**src/rtl/sakebi_pkg.sv**
```systemverilog
// Shared constants for the sakebi FIFO write-side blocks.
// Holds the arbiter state encoding, default sizes and a width helper.
package sakebi_pkg;

    localparam logic ST_IDLE = 1'b0;
    localparam logic ST_XFER = 1'b1;

    localparam int DEF_MAX_LEN = 1518;
    localparam int DEF_DATA_W  = 8;

    // Index width for an n-entry vector, never below one bit.
    function automatic int idx_w(input int n);
        return (n > 1) ? $clog2(n) : 1;
    endfunction

endpackage

```
**src/rtl/sakebi_rr_pick.sv**
```systemverilog
// Round-robin picker: returns the first set request strictly after `last`,
// wrapping modulo N, as a one-hot vector (all zero when nothing requests).
module sakebi_rr_pick
    import sakebi_pkg::*;
#(
    parameter int N     = 4,
    parameter int IDX_W = idx_w(N)
) (
    input  logic [N-1:0]     req,
    input  logic [IDX_W-1:0] last,
    output logic [N-1:0]     pick
);

    logic [IDX_W-1:0] idx;
    logic             found;

    // Walking the rotated order last+1 .. last+N is the rotate,
    // priority-encode and rotate-back done in one pass.
    always_comb begin
        // NOTE: every variable gets a default before the loop so no path leaves it unassigned (no latch).
        pick  = '0;
        found = 1'b0;
        idx   = '0;
        for (int i = 1; i <= N; i++) begin
            idx = IDX_W'((int'(last) + i) % N);
            if (!found && req[idx]) begin
                pick[idx] = 1'b1;
                found     = 1'b1;
            end
        end
    end

endmodule

```
**src/rtl/sakebi_fifo_wr_arbiter.sv**
```systemverilog
// Frame-atomic round-robin arbiter sharing one FIFO write port among N_SRC
// byte sources, with a MAX_LEN watchdog that truncates runaway frames.
module sakebi_fifo_wr_arbiter
    import sakebi_pkg::*;
#(
    parameter int N_SRC   = 4,
    parameter int DATA_W  = DEF_DATA_W,
    parameter int MAX_LEN = DEF_MAX_LEN,
    parameter int LEN_W   = 11
) (
    input  logic                    i_clk,
    input  logic                    i_rst,
    input  logic [N_SRC-1:0]        i_src_valid,
    input  logic [N_SRC*DATA_W-1:0] i_src_data,
    input  logic [N_SRC-1:0]        i_src_last,
    output logic [N_SRC-1:0]        o_src_ready,
    input  logic                    i_fifo_ready,
    output logic                    o_fifo_wr_en,
    output logic [DATA_W-1:0]       o_fifo_wr_data,
    output logic                    o_busy,
    output logic [N_SRC-1:0]        o_grant,
    output logic                    o_trunc,
    output logic [15:0]             o_frame_cnt
);

    localparam int IDX_W = idx_w(N_SRC);

    logic              state;
    logic [N_SRC-1:0]  grant;
    logic [IDX_W-1:0]  last_grant;
    logic [LEN_W-1:0]  byte_cnt;
    logic              trunc;
    logic [15:0]       frame_cnt;

    logic [N_SRC-1:0]  pick;
    logic [IDX_W-1:0]  grant_idx;
    logic [DATA_W-1:0] sel_data;
    logic              sel_valid;
    logic              sel_last;
    logic              xfer;
    logic [LEN_W-1:0]  cnt_next;
    logic              hit_max;
    logic              rel;

    sakebi_rr_pick #(
        .N     (N_SRC),
        .IDX_W (IDX_W)
    ) u_pick (
        .req  (i_src_valid),
        .last (last_grant),
        .pick (pick)
    );

    // Grant is one-hot, so an AND-OR mux suffices for data and index.
    always_comb begin
        grant_idx = '0;
        sel_data  = '0;
        for (int k = 0; k < N_SRC; k++) begin
            if (grant[k]) begin
                grant_idx = IDX_W'(k);
                sel_data  = i_src_data[k*DATA_W +: DATA_W];
            end
        end
    end

    assign sel_valid = |(i_src_valid & grant);
    assign sel_last  = |(i_src_last & grant);
    assign xfer      = (state == ST_XFER) && sel_valid && i_fifo_ready;
    assign cnt_next  = byte_cnt + LEN_W'(1);
    assign hit_max   = (cnt_next == LEN_W'(MAX_LEN));
    assign rel       = xfer && (sel_last || hit_max);

    assign o_src_ready    = (state == ST_XFER) ? (grant & {N_SRC{i_fifo_ready}}) : '0;
    assign o_fifo_wr_en   = xfer;
    assign o_fifo_wr_data = sel_data;
    assign o_busy         = (state == ST_XFER);
    assign o_grant        = grant;
    assign o_trunc        = trunc;
    assign o_frame_cnt    = frame_cnt;

    // NOTE: sequential state uses non-blocking assignments so every flop samples pre-edge values.
    always_ff @(posedge i_clk) begin
        if (i_rst) begin
            state      <= ST_IDLE;
            grant      <= '0;
            last_grant <= IDX_W'(N_SRC - 1);
            byte_cnt   <= '0;
            trunc      <= 1'b0;
            frame_cnt  <= '0;
        end else begin
            trunc <= 1'b0;
            case (state)
                ST_IDLE: begin
                    if (|i_src_valid) begin
                        grant <= pick;
                        state <= ST_XFER;
                    end
                end
                ST_XFER: begin
                    if (xfer) begin
                        if (rel) begin
                            state      <= ST_IDLE;
                            grant      <= '0;
                            last_grant <= grant_idx;
                            byte_cnt   <= '0;
                            frame_cnt  <= frame_cnt + 16'd1;
                            // Last on the MAX_LEN byte is an ordinary end of frame.
                            trunc      <= hit_max && !sel_last;
                        end else begin
                            byte_cnt <= cnt_next;
                        end
                    end
                end
                default: state <= ST_IDLE;
            endcase
        end
    end

endmodule

```
**config.mk**
```make
export PLATFORM = sky130hd
export DESIGN_NAME = sakebi_fifo_wr_arbiter
export DESIGN_NICKNAME = d
export VERILOG_FILES = /design/src/rtl/sakebi_pkg.sv /design/src/rtl/sakebi_rr_pick.sv /design/src/rtl/sakebi_fifo_wr_arbiter.sv
export SDC_FILE = /design/constraint.sdc
export NUM_CORES = 1
export LEC_CHECK = 0
export CAP_MARGIN = 15
export CORE_ASPECT_RATIO = 1.5
export CORE_MARGIN = 8
export CORE_UTILIZATION = 47
export CTS_CLUSTER_DIAMETER = 60
export DETAILED_ROUTE_END_ITERATION = 7
export GPL_ROUTABILITY_DRIVEN = 0
export HOLD_SLACK_MARGIN = 0.08
export MAX_ROUTING_LAYER = met4
export PLACE_DENSITY = 0.81
export SLEW_MARGIN = 20
export SYNTH_ARGS = -nofsm -noshare
export SYNTH_HDL_FRONTEND = slang
export SYNTH_HIERARCHICAL = 1
export SYNTH_SLANG_ARGS = --single-unit
```
**constraint.sdc**
```tcl
create_clock -name i_clk -period 3.3 [get_ports i_clk]
set_clock_uncertainty 0.1 [all_clocks]
set_input_delay 0.825 -clock i_clk [delete_from_list [all_inputs] [get_ports i_clk]]
set_output_delay 0.825 -clock i_clk [all_outputs]
set_load 0.1 [all_outputs]
```
Word level (Yosys, flattened, before mapping)
Index checks and enable logic that the tools add are counted.
{"block": "word_totals", "reg_bits": 35, "input_bits": 43, "output_inout_bits": 35, "elab_cells": 96}
{"block": "op_classes", "n_addsub": 6, "magnitude_cmp": 8, "n_eq_ne": 4, "mux": 40, "bitwise": 9, "n_reduce_logical": 23}
{"op": "2-to-1 mux 4 bit", "n": 8}
{"op": "2-to-1 mux 8 bit", "n": 4}
{"op": "adder 16 x 1 -> 16 bit (second input constant)", "n": 1}
{"op": "OR reduction 4 bit", "n": 4}
{"op": "2-to-1 mux 1 bit", "n": 15}
{"op": "AND 4 bit", "n": 3}
{"op": "less-than comparator 2 x 3 -> 1 bit (second input constant)", "n": 4}
{"op": "OR 4 bit", "n": 3}
{"op": "adder 11 x 1 -> 11 bit (second input constant)", "n": 1}
{"op": "== test 11 bit (second input constant)", "n": 1}
{"op": "logical AND 1 bit", "n": 11}
{"op": "2-to-1 mux 11 bit", "n": 1}
{"op": "binary-select mux 1 bit (select 2 bit)", "n": 4}
{"op": "demux 1 bit (select 2 bit)", "n": 4}
{"op": "greater-or-equal comparator 2 x 1 -> 1 bit (second input constant)", "n": 4}
{"op": "one-hot mux 4 bit (2 select lines)", "n": 1}
{"op": "AND reduction 3 bit", "n": 2}
{"op": "adder 2 x 1 -> 2 bit (second input constant)", "n": 2}
{"op": "adder 2 bit (second input constant)", "n": 2}
{"op": "logical NOT 1 bit", "n": 4}
{"op": "2-to-1 mux 2 bit", "n": 2}
{"op": "inequality test 2 x 1 -> 1 bit (second input constant)", "n": 2}
{"op": "inverter 1 bit", "n": 3}
{"op": "inequality test 2 bit (second input constant)", "n": 1}
{"op": "other kinds (3)", "n": 3}

Longest topological paths before layout
{"block": "depth", "depth_word": 15, "depth_mapped": 11, "mapped_depth_nobuf": 8}

Cells and area by module
Netlist, hierarchy kept.
{"module": "sakebi_fifo_wr_arbiter", "instances": 1, "cells_per_inst": 265, "area_per_inst_um2": 2104.5, "seq_area_each_um2": 700.7}
{"module": "sakebi_rr_pick", "instances": 1, "cells_per_inst": 38, "area_per_inst_um2": 357.8, "seq_area_each_um2": 0.0}

Worst setup path after synthesis
Ideal clock, no wire load.
{"block": "synth_path", "kind": "reg2out", "startpoint": "reg grant[1] (netlist: o_grant[1])", "endpoint": "out o_fifo_wr_data[0]", "t_arrival_ns": 3.689, "setup_slack_ns": -1.314, "stages_incl_launch_ff": 5, "path_buffers": 1, "path_cell_list": "dfxtp_1 > nor2b_1 > clkbuf_1 > a22oi_1 > o21ai_0"}
{"block": "synth_between", "elab_chain_cells": 3}
{"item": "start, declared", "line_no": "sakebi_fifo_wr_arbiter.sv:29", "source": "logic [N_SRC-1:0] grant;"}
{"item": "start signal, assigned", "line_no": "sakebi_fifo_wr_arbiter.sv:95", "source": "grant <= pick;"}
{"item": "2-to-1 mux 8 bit (3 in series)", "line_no": "sakebi_fifo_wr_arbiter.sv:59", "source": "if (grant[k]) begin"}
{"item": "end, declared", "line_no": "sakebi_fifo_wr_arbiter.sv:19", "source": "output logic [DATA_W-1:0] o_fifo_wr_data,"}
Every way passes these cells.

Worst setup path after layout
{"block": "layout_path", "startpoint": "in i_src_valid[0]", "endpoint": "out o_fifo_wr_en"}
{"block": "layout_between", "elab_chain_cells": 4}
{"item": "start, declared", "line_no": "sakebi_fifo_wr_arbiter.sv:13", "source": "input logic [N_SRC-1:0] i_src_valid,"}
{"item": "AND 4 bit", "line_no": "sakebi_fifo_wr_arbiter.sv:66", "source": "assign sel_valid = |(i_src_valid & grant);"}
{"item": "OR reduction 4 bit", "line_no": "sakebi_fifo_wr_arbiter.sv:66"}
{"item": "logical AND 1 bit (2 in series)", "line_no": "sakebi_fifo_wr_arbiter.sv:68", "source": "assign xfer = (state == ST_XFER) && sel_valid && i_fifo_ready;"}
{"item": "end, declared", "line_no": "sakebi_fifo_wr_arbiter.sv:18", "source": "output logic o_fifo_wr_en,"}
Every way passes these cells.

==> impl_metrics.csv <==
group,metric,value,unit
power,switching_share,29.16,%
critical_path,worstPathRequired,2.37,ns
grt,grtUsageTotal,19.51,%
timing,rsz0062_at_grt,"no",
cts,tritoncts,"yes",
power,leakagePower,1.324,nW
floorplan,dieArea,7859,um2
grt,grt_first_pass_wirelength,12300,um
power,p_seq_share,36.1,%
floorplan,die_x,75.10,um
power,power,0.001203,W
detailed_routing,vias,2580,
grt,grt_max_degree,32,
critical_path,reg2reg_setup_slack,0.56,ns
cts,cts-root-buf,"clkbuf_8",
grt,grt_pass1_vias,2697,
detailed_routing,wl_per_cell,15.83,um
critical_path,r2r_end,"o_grant[2]",
grt,grtUsageMet2,32.69,%
critical_path,crit_start,"i_src_valid[0]",
critical_path,worstRegToRegCells,8,
timing,max_freq,328.7,MHz
critical_path,worst-path-max-fanout,6,
layout,drive_above_1_share,18.25,%
layout,fin_util,69.91,%
power,pwr_density_cell,338.3,nW/um2
layout,nets,431,
floorplan,die_y,104.7,um
timing,setup_violations,0,
placement,place_hpwl,5551,um
timing,worst_pin_slew,0.6268,ns
grt,grtUsageMet1,21.30,%
power,pwr-share-comb,25.4,%
detailed_routing,ant_nets,0,
logic_synthesis,synth_top_area_cell,"dfxtp_1",
detailed_routing,vias_per_cell,5.785,
logic_synthesis,yosysSeqAreaShare,28.46,%
power,power.switching,0.0003507,W
grt,grt_overflow_total,0,
logic_synthesis,syn_area,2462,um2
layout,area_delta_synth_final,44.36,%
cts,cts_num_sinks,35,
detailed_routing,drtIter0Drc,159,
cts,clk_pin_slew,0.07,ns
floorplan,floorplan.initialDensity,48.43,%
cts,cts_setup_buffers,0,
floorplan,io_pins,78,
timing,timing.final.hold_violations,0,
worst_hold_path,hold_path.class,"reg2reg",
logic_synthesis,synthTopCellsByArea,"dfxtp_1, a21oi_1, ha_1",
placement,dp_slack,0.04988,ns
worst_hold_path,whs_path_depth,2,
critical_path,arrival,2.12,ns
timing,min_period_over_period,92.19,%
logic_synthesis,ys_seq_elements,35,
floorplan,coreArea,5085,um2
timing,slew_headroom,58.12,%
timing,setup_tns,0,ns
job,maxCapViolCount,0,
detailed_routing,drc,0,
cts,h-tree-depth,2,
logic_synthesis,synth_cell_type_count,51,
detailed_routing,wirelength,7059,um
critical_path,path_class,"in2out",
critical_path,r2r_start,"last_grant[0]",
timing,fin_crit,3.042,ns
logic_synthesis,synth_edf_count,0,
power,power_frac_clock,38.5,%
floorplan,rows,32,
cts,clk_latency,0.29,ns
critical_path,critPathCaptureType,"primary output",
logic_synthesis,synth-async-reset-ratio,0,%
placement,io_buffers,77,
critical_path,endpoint,"o_fifo_wr_en",
layout,n_antenna_cell,0,
power,intPower,0.0008519,W
grt,antenna_found_initial,0,
logic_synthesis,synth_warnings,6,
critical_path,start_kind,"input pin",
logic_synthesis,syn_area_per_cell,8.127,um2
power,max-vdd-ir-drop,208.8,uV
grt,busiest_layer,"met2",
detailed_routing,first_pass_iters,6,
layout,nFillCells,412,
logic_synthesis,synth_nets,357,
cts,clk_path_buf_depth,2,
timing,worst_slack,0.2578,ns
timing,slew_viol_final,0,
logic_synthesis,synthCells,303,
cts,numCtsBuffers,5,
run_status,outcome,"finished clean",
cts,hold_buffers,0,
cts,post_cts_resized,0,
grt,grtUsageMet3,4.880,%
logic_synthesis,synth_top_area_share,28.46,%
logic_synthesis,ys.flop_type,"dfxtp_1",
-- cells by family (layout without fill, tap and decap cells) --
kind of cell | Yosys count | in the layout | synth area share (%)
simple gates | 115 | 115 | 26.83
compound gates | 100 | 100 | 26.47
flops | 35 | 35 | 28.46
buf+inv | 30 | 105 | 5.742
fa+ha+maj | 11 | 11 | 5.589
xor+xnor | 6 | 6 | 2.135
mux | 6 | 6 | 4.776
-- power groups by stage --
stage | Clock, W | Sequential [W] | Combinational [W]
after floorplan | 0 | 0.000468 | 0.000150
after global placement | 0 | 0.000444 | 0.000303
after detailed placement | 0 | 0.000444 | 0.000306
after CTS | 0.000471 | 0.000435 | 0.000307
after global routing | 0.000490 | 0.000436 | 0.000320
final | 0.000463 | 0.000435 | 0.000305
-- placed cells by master (no fill, tap or decap), types with 2 or more instances in the layout --
master	instances
clkbuf_8	5
o21ai_2	7
nand2b_1	4
ha_1	11
mux4_2	2
a22o_1	5
and3_1	11
nor2_1	18
inv_1	10
xor2_1	3
nor2b_1	3
o211ai_1	4
clkdlybuf4s50_1	42
dfxtp_1	34
and3b_1	2
a31oi_1	6
nand4_1	4
nand3_1	17
o32a_1	2
or4_1	8
a211o_1	3
or3_1	7
mux2i_1	2
a21oi_1	29
buf_4	31
nor3b_1	5
nand2_1	23
o21ai_1	9
a22oi_1	18
nand3b_1	2
mux4_1	2
o31ai_1	9
buf_12	14
xnor2_1	3
bufinv_16	2
-- sequential cells by signal, indices dropped and copies added, names as in the netlist --
| register | flops |
|---|---|
| o_busy | 1 |
| o_trunc | 1 |
| last_grant | 2 |
| o_frame_cnt | 16 |
| o_grant | 4 |
| byte_cnt | 11 |
-- through the flow --
step	hold slack, ns	std cells	instance area [um2]
2_1_floorplan	0.3843	303	2501
3_3_place_gp	0.3694	438	3422
3_5_place_dp	0.3783	438	3422
4_1_cts	0.3914	446	3555
5_1_grt	0.4193	446	3555
6_report	0.3926	446	3555
-- Yosys cell counts (5+ instances only) --
cell type and instances:
o21ai_0 8, ha_1 11, a22oi_1 18, clkbuf_1 9
nand3_1 17, nor3b_1 5, a22o_1 5, o31ai_1 9
o21ai_1 9, a21oi_1 29, inv_1 10, and3_1 11
a31oi_1 7, buf_2 8, nor2_1 18, or3_1 7
nand2_1 23, dfxtp_1 35, or4_1 8
-- final cells by class --
class / instances / area [um2] / area share, %
flip-flops and latches: 35 / 701.9 / 19.75
multi-input cells: 238 / 1664 / 46.81
clock inverters: 2 / 60.06 / 1.690
inverters: 10 / 37.54 / 1.056
clock buffers: 6 / 72.57 / 2.042
repair buffers: 87 / 933.4 / 26.26
well taps: 68 / 85.08 / 2.394
-- how the worst min path moves through the flow --
stage,from,endpoint,slack [ns]
after floorplan,byte_cnt[7],byte_cnt[7],0.38
after global placement,o_frame_cnt[15],o_frame_cnt[15],0.37
after detailed placement,o_frame_cnt[15],o_frame_cnt[15],0.38
after CTS,o_frame_cnt[15],o_frame_cnt[15],0.39
after global routing,o_frame_cnt[15],o_frame_cnt[15],0.42
final,o_frame_cnt[15],o_frame_cnt[15],0.39
-- worst max-delay path, cell delays in order --
cell and delay (ns):
clkdlybuf4s50_1 0.50, a22oi_1 0.27, a21o_1 0.22, inv_1 0.11
buf_12 0.18
-- metal layers --
layer	vias up	wire [um]	part of all wire (%)
li1	1302	-	-
met1	1187	2913	41
met2	79	3604	51
met3	12	401	5.7
met4	0	140	2.0
met5	-	0	0
Power figures use the tool's default switching activity.
